**src/rtl/rd_resp_pkg.sv**
```systemverilog
// Shared constants and types for the SRAM read-response block: default widths,
// response FIFO depth and the burst-tracking state enum.
package rd_resp_pkg;

  localparam int DEF_AW     = 11;
  localparam int DEF_DW     = 64;
  localparam int FIFO_DEPTH = 3;
  localparam int CNT_W      = 2;  // holds 0..FIFO_DEPTH
  localparam int PTR_W      = 2;

  typedef enum logic {
    IDLE  = 1'b0,
    BURST = 1'b1
  } burst_state_t;

  // Pointer increment with wrap at FIFO_DEPTH (depth is not a power of two).
  function automatic logic [PTR_W-1:0] next_ptr(input logic [PTR_W-1:0] ptr);
    if (ptr == PTR_W'(FIFO_DEPTH - 1)) return '0;
    else                               return ptr + PTR_W'(1);
  endfunction

endpackage

```
**src/rtl/rd_resp_fifo.sv**
```systemverilog
// Three-entry first-in first-out buffer for response beats; exposes occupancy
// so the issue logic can reserve space for reads still in flight.
module rd_resp_fifo
  import rd_resp_pkg::*;
#(
  parameter int W = DEF_DW + 2
) (
  input  logic             clk,
  input  logic             rst_n,
  input  logic             push,
  input  logic [W-1:0]     push_data,
  input  logic             pop,
  output logic [W-1:0]     head,
  output logic [CNT_W-1:0] count
);

  localparam logic [CNT_W-1:0] FULL = CNT_W'(FIFO_DEPTH);

  logic [W-1:0]     store [FIFO_DEPTH];
  logic [PTR_W-1:0] wr_ptr;
  logic [PTR_W-1:0] rd_ptr;
  logic             do_push;
  logic             do_pop;

  // Guards keep the pointers sane even if a caller misbehaves.
  assign do_pop  = pop && (count != '0);
  assign do_push = push && ((count != FULL) || do_pop);
  assign head    = store[rd_ptr];

  always_ff @(posedge clk) begin
    if (do_push) store[wr_ptr] <= push_data;
  end

  always_ff @(posedge clk or negedge rst_n) begin
    if (!rst_n) begin
      wr_ptr <= '0;
      rd_ptr <= '0;
      count  <= '0;
    end else begin
      if (do_push) wr_ptr <= next_ptr(wr_ptr);
      if (do_pop)  rd_ptr <= next_ptr(rd_ptr);
      case ({do_push, do_pop})
        2'b10:   count <= count + CNT_W'(1);
        2'b01:   count <= count - CNT_W'(1);
        default: count <= count;
      endcase
    end
  end

endmodule

```
**src/rtl/sram_rd_resp.sv**
```systemverilog
// SRAM read request/response bridge: issues reads on accepted requests, queues
// returned data with burst markers, and flags first/last protocol errors.
// Optional macro SRAM_RD_RESP_LAST_PULSE_EN enables the last_for_weight_ctrl pulse.
module sram_rd_resp
  import rd_resp_pkg::*;
#(
  parameter int AW = DEF_AW,
  parameter int DW = DEF_DW
) (
  input  logic          clk,
  input  logic          rst_n,
  input  logic [AW-1:0] in_addr,
  input  logic          in_addr_first,
  input  logic          in_addr_last,
  input  logic          in_addr_valid,
  output logic          in_addr_ready,
  output logic          mem_cen,
  output logic [AW-1:0] mem_addr,
  input  logic [DW-1:0] mem_rdata,
  output logic [DW-1:0] out_data,
  output logic          out_data_first,
  output logic          out_data_last,
  output logic          out_data_valid,
  input  logic          out_data_ready,
  output logic          last_for_weight_ctrl,
  output logic          err_proto
);

  // Handshakes: a beat transfers on a rising edge where valid and ready are both
  // high; valid never waits on ready, and ready never looks at the partner's valid.

  logic             accept;
  logic             pop;
  logic             inflight;
  logic             first_q;
  logic             last_q;
  logic [CNT_W-1:0] count;
  logic [2:0]       occupancy;
  logic [DW+1:0]    head;
  burst_state_t     state;
  burst_state_t     state_next;
  logic             err_set;

  // A read in flight already owns a FIFO slot, so credit counts it too.
  assign occupancy     = 3'(count) + 3'(inflight);
  assign in_addr_ready = (occupancy < 3'(FIFO_DEPTH));
  assign accept        = in_addr_valid && in_addr_ready && rst_n;

  assign mem_cen  = accept;
  assign mem_addr = in_addr;

  always_ff @(posedge clk or negedge rst_n) begin
    if (!rst_n) begin
      inflight <= 1'b0;
      first_q  <= 1'b0;
      last_q   <= 1'b0;
    end else begin
      inflight <= accept;
      if (accept) begin
        first_q <= in_addr_first;
        last_q  <= in_addr_last;
      end
    end
  end

  rd_resp_fifo #(.W(DW + 2)) u_fifo (
    .clk       (clk),
    .rst_n     (rst_n),
    .push      (inflight),
    .push_data ({first_q, last_q, mem_rdata}),
    .pop       (pop),
    .head      (head),
    .count     (count)
  );

  assign out_data_valid = (count != '0);
  assign out_data_first = head[DW+1];
  assign out_data_last  = head[DW];
  assign out_data       = head[DW-1:0];
  assign pop            = out_data_valid && out_data_ready;

  always_ff @(posedge clk or negedge rst_n) begin
    if (!rst_n) begin
      state     <= IDLE;
      err_proto <= 1'b0;
    end else begin
      state     <= state_next;
      err_proto <= err_proto | err_set;
    end
  end

  // A stray first inside a burst restarts it rather than being dropped.
  always_comb begin
    state_next = state;
    err_set    = 1'b0;
    if (accept) begin
      case (state)
        IDLE: begin
          if (!in_addr_first)    err_set    = 1'b1;
          else if (!in_addr_last) state_next = BURST;
        end
        BURST: begin
          if (in_addr_first) err_set    = 1'b1;
          if (in_addr_last)  state_next = IDLE;
        end
        default: state_next = IDLE;
      endcase
    end
  end

`ifdef SRAM_RD_RESP_LAST_PULSE_EN
  logic last_pulse;

  always_ff @(posedge clk or negedge rst_n) begin
    if (!rst_n) last_pulse <= 1'b0;
    else        last_pulse <= pop && out_data_last;
  end

  assign last_for_weight_ctrl = last_pulse;
`else
  assign last_for_weight_ctrl = 1'b0;
`endif

endmodule

```
**config.mk**
```make
export PLATFORM = sky130hd
export DESIGN_NAME = sram_rd_resp
export DESIGN_NICKNAME = d
export VERILOG_FILES = /design/src/rtl/rd_resp_pkg.sv /design/src/rtl/rd_resp_fifo.sv /design/src/rtl/sram_rd_resp.sv
export SDC_FILE = /design/constraint.sdc
export NUM_CORES = 1
export LEC_CHECK = 0
export BUFFER_PORTS_ARGS = -buffer_cell sky130_fd_sc_hd__buf_2
export CAP_MARGIN = 10
export CORE_UTILIZATION = 49
export CTS_CLUSTER_SIZE = 24
export DETAILED_ROUTE_END_ITERATION = 8
export PLACE_DENSITY = 0.75
export SYNTH_ARGS = -nofsm -noshare
export SYNTH_HDL_FRONTEND = slang
export SYNTH_HIERARCHICAL = 1
export SYNTH_SLANG_ARGS = --single-unit
```
**constraint.sdc**
```tcl
create_clock -name clk -period 6 [get_ports clk]
set_clock_uncertainty 0.15 [all_clocks]
set_input_delay 0.3 -clock clk [delete_from_list [all_inputs] [get_ports clk]]
set_output_delay 0.3 -clock clk [all_outputs]
set_load 0.02 [all_outputs]
```
Word-level counts from Yosys, hierarchy flattened

Memory sizes are Yosys's and may differ from the RTL's.
Cells that the tools add are included.

Bits in registers: 11
RAM bits: 198
Input bits: 81
Logic and storage cells: 42
Memories: 1

$add $sub $neg: 5
$lt $le $gt $ge: 1
Eq/ne operators: 5
Mux-type cells: 12
Bitwise operators: 2
Reduce and logical (&&, ||, !) cells: 8

Memory list:

| name         | words | width | rd ports | clocked after Yosys merged registers in | wr ports | RTL line           | source |
|---|---|---|---|---|---|---|---|
| u_fifo.store | 3     | 66    | 1        | 0                                       | 1        | rd_resp_fifo.sv:19 | `logic [W-1:0] store [FIFO_DEPTH];` |

Operators with widths:

| cell                                                                         | number |
|---|---|
| 1-bit 2-to-1 mux                                                             | 7 |
| 2-bit by 1-bit adder with 2-bit output, second input constant                | 3 |
| 2-bit equality test, second input constant                                   | 3 |
| 1-bit logical AND                                                            | 5 |
| 2-bit 2-to-1 mux                                                             | 2 |
| 1-bit one-hot mux with 2 select lines                                        | 2 |
| 2-bit one-hot mux with 2 select lines                                        | 1 |
| 2-bit nonzero test                                                           | 2 |
| 2-bit by 1-bit adder with 3-bit output                                       | 1 |
| 3-bit by 2-bit less-than comparator with 1-bit output, second input constant | 1 |
| 2-bit by 1-bit equality test with 1-bit output, second input constant        | 1 |
| 2-bit inequality test, second input constant                                 | 1 |
| 2-bit by 1-bit subtractor with 2-bit output, second input constant           | 1 |
| 1-bit logical OR                                                             | 1 |
| 1-bit inverter                                                               | 1 |
| 1-bit bitwise OR                                                             | 1 |

Depth between registers and ports, before layout

Gate-level depths: netlist (run 1).

Depth after elaboration: 7
Mapped depth: 6
Depth with buffers taken out: 5

Cells and area by module

Netlist (run 1), hierarchy kept.

Modules (own cells, without submodules):

| module       | times used | cells each | area an instance (um2) |
|---|---|---|---|
| rd_resp_fifo | 1          | 446        | 7651.1 |
| sram_rd_resp | 1          | 31         | 347.8 |

Worst setup path after synthesis (run 1)

No wires, ideal clock.

Path kind: register to register
From: reg u_fifo.count[0]
To: mem u_fifo/store[2][0] (netlist name), enable pin
Setup time: 585 ps
Data arrival time: 6015 ps
Path slack: -749 ps
Cell stages (with the launch flop): 6
Buffers on the path: 0
Path through: dfrtp_1 -> or2_2 -> and2_1 -> and3b_4 -> nand2b_4 -> nor3b_1

Longest elaborated chain between the ends: 7
Elaborated cells between the ends (all ways): 8

Ends and longest elaborated chain:

| what                                   | RTL line           | source |
|---|---|---|
| start: declaration                     | rd_resp_fifo.sv:14 | `output logic [CNT_W-1:0] count` |
| start signal: assignment               | rd_resp_fifo.sv:43 | `2'b10: count <= count + CNT_W'(1);` |
| start signal: assignment               | rd_resp_fifo.sv:44 | `2'b01: count <= count - CNT_W'(1);` |
| start signal: assignment               | rd_resp_fifo.sv:45 | `default: count <= count;` |
| 2-bit nonzero test                     | sram_rd_resp.sv:76 | `assign out_data_valid = (count != '0);` |
| named net out_data_valid               | sram_rd_resp.sv:23 | `output logic out_data_valid,` |
| 1-bit logical AND                      | sram_rd_resp.sv:80 | `assign pop = out_data_valid && out_data_ready;` |
| named net pop                          | sram_rd_resp.sv:33 | `logic pop;` |
| 1-bit logical AND                      | rd_resp_fifo.sv:26 | `assign do_pop = pop && (count != '0);` |
| 1-bit logical OR                       | rd_resp_fifo.sv:27 | `assign do_push = push && ((count != FULL) \|\| do_pop);` |
| 1-bit logical AND                      | rd_resp_fifo.sv:27 |  |
| 1-bit 2-to-1 mux                       | rd_resp_fifo.sv:31 | `if (do_push) store[wr_ptr] <= push_data;` |
| 1-bit 2-to-1 mux (implied by the code) | rd_resp_fifo.sv:31 |  |
| end: declaration                       | rd_resp_fifo.sv:19 |  |

The timed path passes the listed nets, and every way through them passes these cells.

Final worst setup path (run 1)

From: reg u_fifo.count[0]
To: mem u_fifo/store[2][3] (netlist name), enable pin

Longest elaborated chain between the ends: 7
Elaborated cells between the ends (all ways): 8

Ends and longest elaborated chain:

| what                                   | RTL line |
|---|---|
| 2-bit nonzero test                     | sram_rd_resp.sv:76 |
| 1-bit logical AND                      | sram_rd_resp.sv:80 |
| named net pop                          | sram_rd_resp.sv:33 |
| 1-bit logical AND                      | rd_resp_fifo.sv:26 |
| 1-bit logical OR                       | rd_resp_fifo.sv:27 |
| 1-bit logical AND                      | rd_resp_fifo.sv:27 |
| 1-bit 2-to-1 mux                       | rd_resp_fifo.sv:31 |
| 1-bit 2-to-1 mux (implied by the code) | rd_resp_fifo.sv:31 |

The timed path passes the listed nets, and every way through them passes these cells.

==> impl_metrics.ini, run 1 <==
[sta]
clock.fmax_mhz = 305
hold_ws_ns = 0.0626
fin_setup_tns_ns = 0
max_slew_margin_pct = 40.7
fin_crit_sh_pct = 54.7
rsz0062_at_grt = false
setup_violations = 0
slew_violations = 0
worst_slew_pin_slew_ns = 0.889
hold_viol = 0
min_period_ns = 3.28

[global_routing]
grt_usage_pct = 18.6
grt_start_max_net_pins = 77
antenna_found_initial = 0
grt_pass1_wl_um = 23900
grt_pass1_vias = 4701
overflow = 0

[run]
cap_violations = 0

[worst_hold_path]
hold_end = u_fifo/count[0]
hp-start = out_data_ready
hold_path_class = in -> reg
hold_depth = 3

[power]
vdd_ir_drop_max_mv = 0.343
p_per_area_nw_per_um2 = 457
leakage_nw = 3.78

[synth]
ys.flop_type = edfxtp_1
syn_inst = 477
synthMuxAreaShare_pct = 8.76
synth_top_family_by_area = multiplexers
avgSynthCellArea_um2 = 16.8
async_flop_share_pct = 5.26
yosysWarningCount = 6
synthAdderAreaFrac_pct = 0.313
synth_edf_count = 198
synth_fp_nets = 560
synthXorXnorAreaFrac_pct = 0.219
synthTopCellsByCount = 198 x edfxtp_1, 68 x o21ai_1, 67 x mux2i_1, 67 x nand2_1, 18 x buf_4
syn-cell-area_um2 = 8000
synth_compound_area_share_pct = 5.16
synth_area_leaders = edfxtp_1 74%, mux2i_1 8.4%, o21ai_1 4.3%, dfrtp_1 3.4%, nand2_1 3.1%
yosysTopAreaCell = edfxtp_1
netlist-cell-type-count = 31
synth.ff_latch_count = 209
yosysMostFrequentCell = edfxtp_1
synth_seq_area_share_pct = 77.8
synth_top_area_share_pct = 74.3
yosys.area_share.simple_pct = 4.74

[die]
dieArea_um2 = 16800
core_area_um2 = 15900
io_pins = 163
dieHeight_um = 130
row_count = 46
start_util_pct = 50.4
die_x_um = 130

[clocking]
clkSinkCount = 209
cts_buffers = 22
clkLatencyLatePin_ns = 0.49
cts_setup_buffers = 0
cts-root-buf = clkbuf_16
cts_tree = built
clk_pin_slew_ns = 0.06
htree_levels = 1
clk_path_buf_depth = 3

[final_layout]
nets = 763
antennaDiodeCount = 0
syn2layout_area_growth_pct = 28.1
drive_gt1_share_pct = 27.7

[drt]
vias = 4594
routed_via_density = 5.04
ant_nets = 0
drt-total-wl_um = 15500
drtPass1Iterations = 4
avgRoutedWirePerCell_um = 17.0
drtIter0Drc = 269
drc = 0

[critical_path]
ff2ff_path_depth = 6
worst_r2r_endpoint = u_fifo/store[2][3]
timing.rr.start = u_fifo/count[0]
crit_path_end_kind = register
critPathMaxFanout = 50
crit_arrival_ns = 3.25
cp-start-kind = register
rrSetupSlack_ns = 2.72
required_ns = 5.96
path_class = reg -> reg

[place]
dp_hpwl_um = 8640
io_buffer_count = 139
place_congestion = 0.735

[run_status]
status = completed
-- timing repair --
action / in CTS / in global routing
hold buffers: 69 / 0
endpoints found under the hold margin: 207 / 0
setup endpoints to repair: 0 / 0
gates resized for setup: 0 / 0
-- logic make-up after synthesis --
group | count (synthesis)
AND/OR/NAND/NOR | 79
buffers and inverters | 36
flip-flops | 209
XOR/XNOR | 2
AO/OA/AOI/OAI | 79
multiplexers | 69
adder cells (fa/ha/maj) | 2
other | 1
-- cell type report --
| cell class | instances | area (µm²) |
|---|---|---|
| sequential | 209 | 6230 |
| fill | 1155 | 5640 |
| multi-input combinational | 232 | 1560 |
| timing repair buffer | 215 | 1440 |
| clock buffer | 34 | 667 |
| tap | 216 | 270 |
| clock inverter | 6 | 85.1 |
-- power by group --
group / internal [W] / total (W) / switching, W
clock network: 0.000850 / 0.00137 / 0.000521
logic: 0.000508 / 0.00135 / 0.000845
registers: 0.00180 / 0.00196 / 0.000158
-- critical path, cell delays in order, from the launching register on --
cell and delay [ns]:
dfrtp_1 0.47, or2_2 0.17, and2_1 0.19, and3b_4 0.25, nand2b_4 0.16, nor3b_4 0.74, buf_4 0.69
-- per-stage QoR --
stage | instance area [µm²] | instances | setup WS (ns) | power [W] | util (%)
after floorplan | 8000 | 477 | 0.597 | 0.00291 | -
after global placement | 8810 | 803 | 2.81 | 0.00327 | 55.4
after detailed placement | 8810 | 803 | 2.67 | 0.00331 | 55.4
after CTS | 10200 | 912 | 2.67 | 0.00472 | 64.5
after global routing | 10200 | 912 | 2.49 | 0.00490 | 64.5
final | 10200 | 912 | 2.72 | 0.00469 | 64.5
-- placed cells by master, fill, tap and decap left out --
master,synthesis,routed
edfxtp_1,198,198
buf_2,8,139
dlygate4sd3_1,0,69
o21ai_1,68,68
mux2i_1,67,67
nand2_1,67,67
clkbuf_16,0,23
dfrtp_1,11,9
buf_4,18,7
clkbuf_1,7,6
clkbuf_8,0,5
a21o_1,4,4
o21ai_0,3,3
xnor2_1,2,2
mux2_4,2,2
a21oi_1,2,2
ha_1,2,2
clkinv_2,0,2
bufinv_16,0,2
clkinvlp_4,0,2
dfrtp_4,0,2
a21oi_2,1,1
and3_4,1,1
or2_2,1,1
and2_1,1,1
a41oi_1,1,1
conb_1,1,1
and3b_4,1,1
nor4b_4,0,1
nand2b_4,1,1
nor3b_4,0,1
nor4bb_4,1,1
nand3b_1,1,1
nor2b_1,1,1
nor3_2,1,1
nand2b_1,1,1
-- how the worst max path moves through the flow --
stage                    start             endpoint  depth (start not counted)
6_report       u_fifo/count[0]   u_fifo/store[2][3]                          6
5_1_grt        u_fifo/count[0]  u_fifo/store[2][10]                          6
3_3_place_gp   u_fifo/count[0]  u_fifo/store[2][18]                          6
4_1_cts        u_fifo/count[0]  u_fifo/store[2][29]                          6
2_1_floorplan  u_fifo/count[0]   u_fifo/store[0][0]                          4
3_5_place_dp   u_fifo/count[0]  u_fifo/store[2][18]                          6
-- layer usage --
layer  wire (µm)  track usage [%]
met5           0                0
met4         257             5.47
met3         888             4.31
met2        7980             33.9
met1        6350             21.9
-- registers in the layout, summed over array words and instances, names as in the netlist --
signal,cells
u_fifo/count,2
first_q,1
state,1
u_fifo/rd_ptr,2
err_proto,1
u_fifo/store,198
last_q,1
inflight,1
u_fifo/wr_ptr,2
Power figures use the tool's default switching activity.
==> inputs of run 2 (changes only) <==
- CORE_UTILIZATION: 49 -> 50
- PLACE_DENSITY: 0.75 -> 0.74
- clock period: 6 -> 3.35 ns (I/O delays scaled with it)
==> impl_metrics.ini, run 2 (same netlist as run 1, synthesis figures left out) <==
[die]
dieArea_um2 = 16500
io_pins = 163
core_area_um2 = 15400
dieHeight_um = 128
row_count = 45
start_util_pct = 51.8
die_x_um = 128

[critical_path]
crit_arrival_ns = 2.33
timing.rr.start = u_fifo/count[0]
crit_path_end_kind = output pin
critPathMaxFanout = 39
path_class = reg -> out
rrSetupSlack_ns = 0.91
required_ns = 3.03
cp_slowest_stage_delay_ns = 0.89
worst_r2r_endpoint = u_fifo/store[0][20]
slowest_stage = dfrtp_4
ff2ff_path_depth = 5
cp_cell_sequence = buf_4, mux2i_1, o21ai_1, buf_2
cp-start-kind = register
cp-startpoint = u_fifo/rd_ptr[0]

[final_layout]
largest_register = u_fifo/store
layout.cells.non_filler = 907
nets = 767
layout_commonest_cell = edfxtp_1
drive_gt1_share_pct = 27.2
syn2layout_area_growth_pct = 27.2
antennaDiodeCount = 0
largest_reg_flops = 198
final_cell_mix = 198 x edfxtp_1, 139 x buf_2, 71 x dlygate4sd3_1

[sta]
setup_violations = 0
slew_violations = 0
max_slew_margin_pct = 43.7
min_period_ns = 2.65
worst_slew_pin_slew_ns = 0.845
hold_viol = 0
clock.fmax_mhz = 377
fin_crit_sh_pct = 79.1
rsz0062_at_grt = false

[place]
io_buffer_count = 139
dp_hpwl_um = 8750
place_congestion = 0.688
placed_cells = 801

[global_routing]
grt_start_max_net_pins = 89
overflow = 0
grt_pass1_vias = 4647
grt_usage_pct = 18.0
grt_pass1_wl_um = 22600
antenna_found_initial = 0

[drt]
drtPass1Iterations = 5
vias = 4600
drtIter0Drc = 258
drt-total-wl_um = 14700
ant_nets = 0
drc = 0
routed_via_density = 5.07
avgRoutedWirePerCell_um = 16.2

[power]
p_per_area_nw_per_um2 = 795
p_switching_w = 0.00265
p_comb_share_pct = 29.2
p_int_w = 0.00544
clkPwrFrac_pct = 26.5
leakage_nw = 3.75
pwr-share-seq_pct = 44.3
vdd_ir_drop_max_mv = 0.577
p_sw_share_pct = 32.8
power_w = 0.00809

[worst_hold_path]
hold_path_class = in -> out
hold_depth = 0
hold_end = mem_addr[1]
hp-start = in_addr[1]

[clocking]
clk_path_buf_depth = 3
clkLatencyLatePin_ns = 0.48
htree_levels = 1
cts_buffers = 21
cts_setup_buffers = 0
cts-root-buf = clkbuf_16
clk_pin_slew_ns = 0.06
clkSinkCount = 209
cts_tree = built

[run_status]
status = completed

[run]
cap_violations = 0
## run 2: what timing repair did
action                    in CTS  in global routing
hold buffers                  71                  0
hold endpoints to repair     210                  0
gates resized for setup        0                  0
## run 2: worst max-delay path by stage
stage	endpoint	slack [ns]	cells past startpoint
after floorplan	u_fifo/store[1][0]	-0.50	4
after global placement	u_fifo/store[1][37]	1.02	5
after detailed placement	u_fifo/store[0][39]	0.95	5
after CTS	out_data[1]	0.69	4
after global routing	out_data[49]	0.56	4
final	out_data[1]	0.70	4
## run 2: power by group through the flow
stage / registers (W) / logic [W] / clock network [W]
after floorplan: 0.00339 / 0.00183 / 0
after global placement: 0.00361 / 0.00226 / 0
after detailed placement: 0.00364 / 0.00230 / 0
after CTS: 0.00358 / 0.00239 / 0.00218
after global routing: 0.00363 / 0.00254 / 0.00229
final: 0.00358 / 0.00236 / 0.00215
## run 2: stage by stage
step | util, % | setup WS (ns) | setup TNS, ns | hold slack (ns) | cell area (µm²)
2_1_floorplan | - | -0.500 | -66.09 | -0.278 | 8020
3_3_place_gp | 57.3 | 1.02 | 0 | -0.0932 | 8840
3_5_place_dp | 57.3 | 0.948 | 0 | -0.0860 | 8840
4_1_cts | 66.0 | 0.690 | 0 | 0.185 | 10200
5_1_grt | 66.0 | 0.564 | 0 | 0.185 | 10200
6_report | 66.0 | 0.701 | 0 | 0.185 | 10200
## run 2: layout make-up
class / count / area (µm²)
clock buffer: 30 / 579
clock inverter: 5 / 47.5
fill: 1119 / 5250
multi-input combinational: 232 / 1560
sequential: 209 / 6230
tap: 211 / 264
timing repair buffer: 220 / 1490
## run 2: critical path, delay by kind of cell, from the launching register on
kind / cells / cell delay, ns
AO/OA/AOI/OAI: 1 / 0.12
buffers and inverters: 2 / 0.56
flip-flops: 1 / 0.89
multiplexers: 1 / 0.23
## run 2: per-layer routing
| metal | global-route usage (%) | up-vias | routed length [µm] | part of all wire (%) |
|---|---|---|---|---|
| li1 | - | 2196 | - | - |
| met1 | 21.9 | 2206 | 5920 | 40 |
| met2 | 31.8 | 158 | 7370 | 50 |
| met3 | 3.45 | 40 | 1030 | 7.0 |
| met4 | 7.34 | 0 | 404 | 2.7 |
| met5 | 0 | - | 0 | 0 |
==> inputs of run 3 (changes only) <==
- CORE_UTILIZATION: 50 -> 49
- PLACE_DENSITY: 0.74 -> 0.75
- clock period: 3.35 -> 2.3 ns (I/O delays scaled with it)
==> impl_metrics.ini, run 3 (same netlist as run 1, synthesis figures left out) <==
[critical_path]
path_class = reg -> out
crit_arrival_ns = 1.97
required_ns = 2.04
cpMostUsedCell = buf_4
cp_cell_sequence = buf_4, ha_1, ha_4, a21oi_4, and3_4, buf_4
crit_path_end_kind = output pin
critical-path-top-delay-family = adder cells
cp-start-kind = register
worst-path-buf-inv = 2
cp_slowest_stage_delay_ns = 0.39
rrSetupSlack_ns = 0.19
slowest_stage = dfrtp_1
critPathMaxFanout = 8

[sta]
max_slew_margin_pct = 63.5
hold_viol = 0
fin_crit_sh_pct = 97.3
min_period_ns = 2.24
setup_violations = 0
worst_slew_pin_slew_ns = 0.546
clock.fmax_mhz = 447
slew_violations = 0
worst_slack_ns = 0.0623

[drt]
routed_via_density = 4.95
vias = 4567
drtIter0Drc = 298
drc = 0
avgRoutedWirePerCell_um = 16.9
drt-total-wl_um = 15600
ant_nets = 0
drtPass1Iterations = 4

[place]
dpl_cell_area_um2 = 8940
place_congestion = 0.724
io_buffer_count = 139
dp_hpwl_um = 9000
place_ws_ns = 0.219

[global_routing]
antenna_found_initial = 0
grt_pass1_wl_um = 23000
grt_usage_pct = 18.0
grt_pass1_vias = 4482
overflow = 0
grt_start_max_net_pins = 68

[clocking]
clkSinkCount = 209
cts_tree = built
cts-root-buf = clkbuf_16
clk_path_buf_depth = 3
cts_buffers = 21
clk_pin_slew_ns = 0.06
clkLatencyLatePin_ns = 0.48
htree_levels = 1

[run]
cap_violations = 0

[power]
leakage_nw = 3.85
vdd_ir_drop_max_mv = 0.777
p_per_area_nw_per_um2 = 1180

[die]
row_count = 46
core_area_um2 = 15900
dieArea_um2 = 16800
io_pins = 163
dieHeight_um = 130
start_util_pct = 50.4
die_x_um = 130

[run_status]
status = completed

[final_layout]
largest_reg_flops = 198
largest_register = u_fifo/store
nets = 775
layout_commonest_cell = edfxtp_1
syn2layout_area_growth_pct = 30.4
final_area_um2 = 10400
final_cell_mix = 198 x edfxtp_1, 138 x buf_2, 70 x dlygate4sd3_1
drive_gt1_share_pct = 28.9
antennaDiodeCount = 0

[worst_hold_path]
hold_path_class = in -> out
-- run 3: changes by cell type in the layout (fill, tap and decap cells not counted), moves of 2 or more --
cell	before	now
buf_12	1	7
buf_4	9	12
bufinv_16	1	3
clkbuf_1	7	4
clkinvlp_4	0	2
-- run 3: through the flow --
stage	hold slack, ns	std cells	power (W)	TNS [ns]	util, %
after global routing	0.0801	922	0.0129	-0.000498	65.6
after floorplan	-0.331	477	0.00760	-276.09	-
after detailed placement	-0.127	809	0.00878	0	56.3
final	0.0800	922	0.0124	0	65.6
after CTS	0.0802	917	0.0123	0	65.2
after global placement	-0.143	809	0.00868	0	56.3
-- run 3: repair_timing --
action / CTS / global route
hold buffers: 70 / 0
resized for setup: 1 / 2
pin swaps: 2 / 2
buffers inserted: 1 / 5
setup endpoints to repair: 1 / 34
endpoints found under the hold margin: 210 / 0
-- run 3: layout make-up --
| cell class | instances | area [µm²] |
|---|---|---|
| repair buffers | 228 | 1650 |
| fillers | 1129 | 5460 |
| multi-input cells | 232 | 1580 |
| flip-flops and latches | 209 | 6230 |
| clock inverters | 10 | 128 |
| well taps | 216 | 270 |
| clock buffers | 27 | 568 |
-- run 3: final timing paths --
| path | from | cells after the start | end |
|---|---|---|---|
| max in group asynchronous | rst_n | 3 | u_fifo/rd_ptr[1] |
| worst min register to register | err_proto | 1 | err_proto |
| min in group asynchronous | rst_n | 3 | u_fifo/wr_ptr[0] |
| worst min-delay path | in_addr[3] | 0 | mem_addr[3] |
| worst max register to register | u_fifo/count[1] | 6 | u_fifo/store[2][55] |
| worst max-delay path | u_fifo/count[0] | 6 | mem_cen |
-- run 3: power breakdown --
part	switching [W]	internal, W	total, W
clock network	0.00132	0.00208	0.00340
logic	0.00244	0.00157	0.00400
registers	0.000250	0.00470	0.00495
-- run 3: routing by layer --
layer / up-vias / GRT usage, % / wire [µm]
li1: 2210 / - / -
met1: 2187 / 22.9 / 6680
met2: 134 / 31.2 / 7720
met3: 36 / 3.69 / 866
met4: 0 / 5.75 / 297
met5: - / 0 / 0
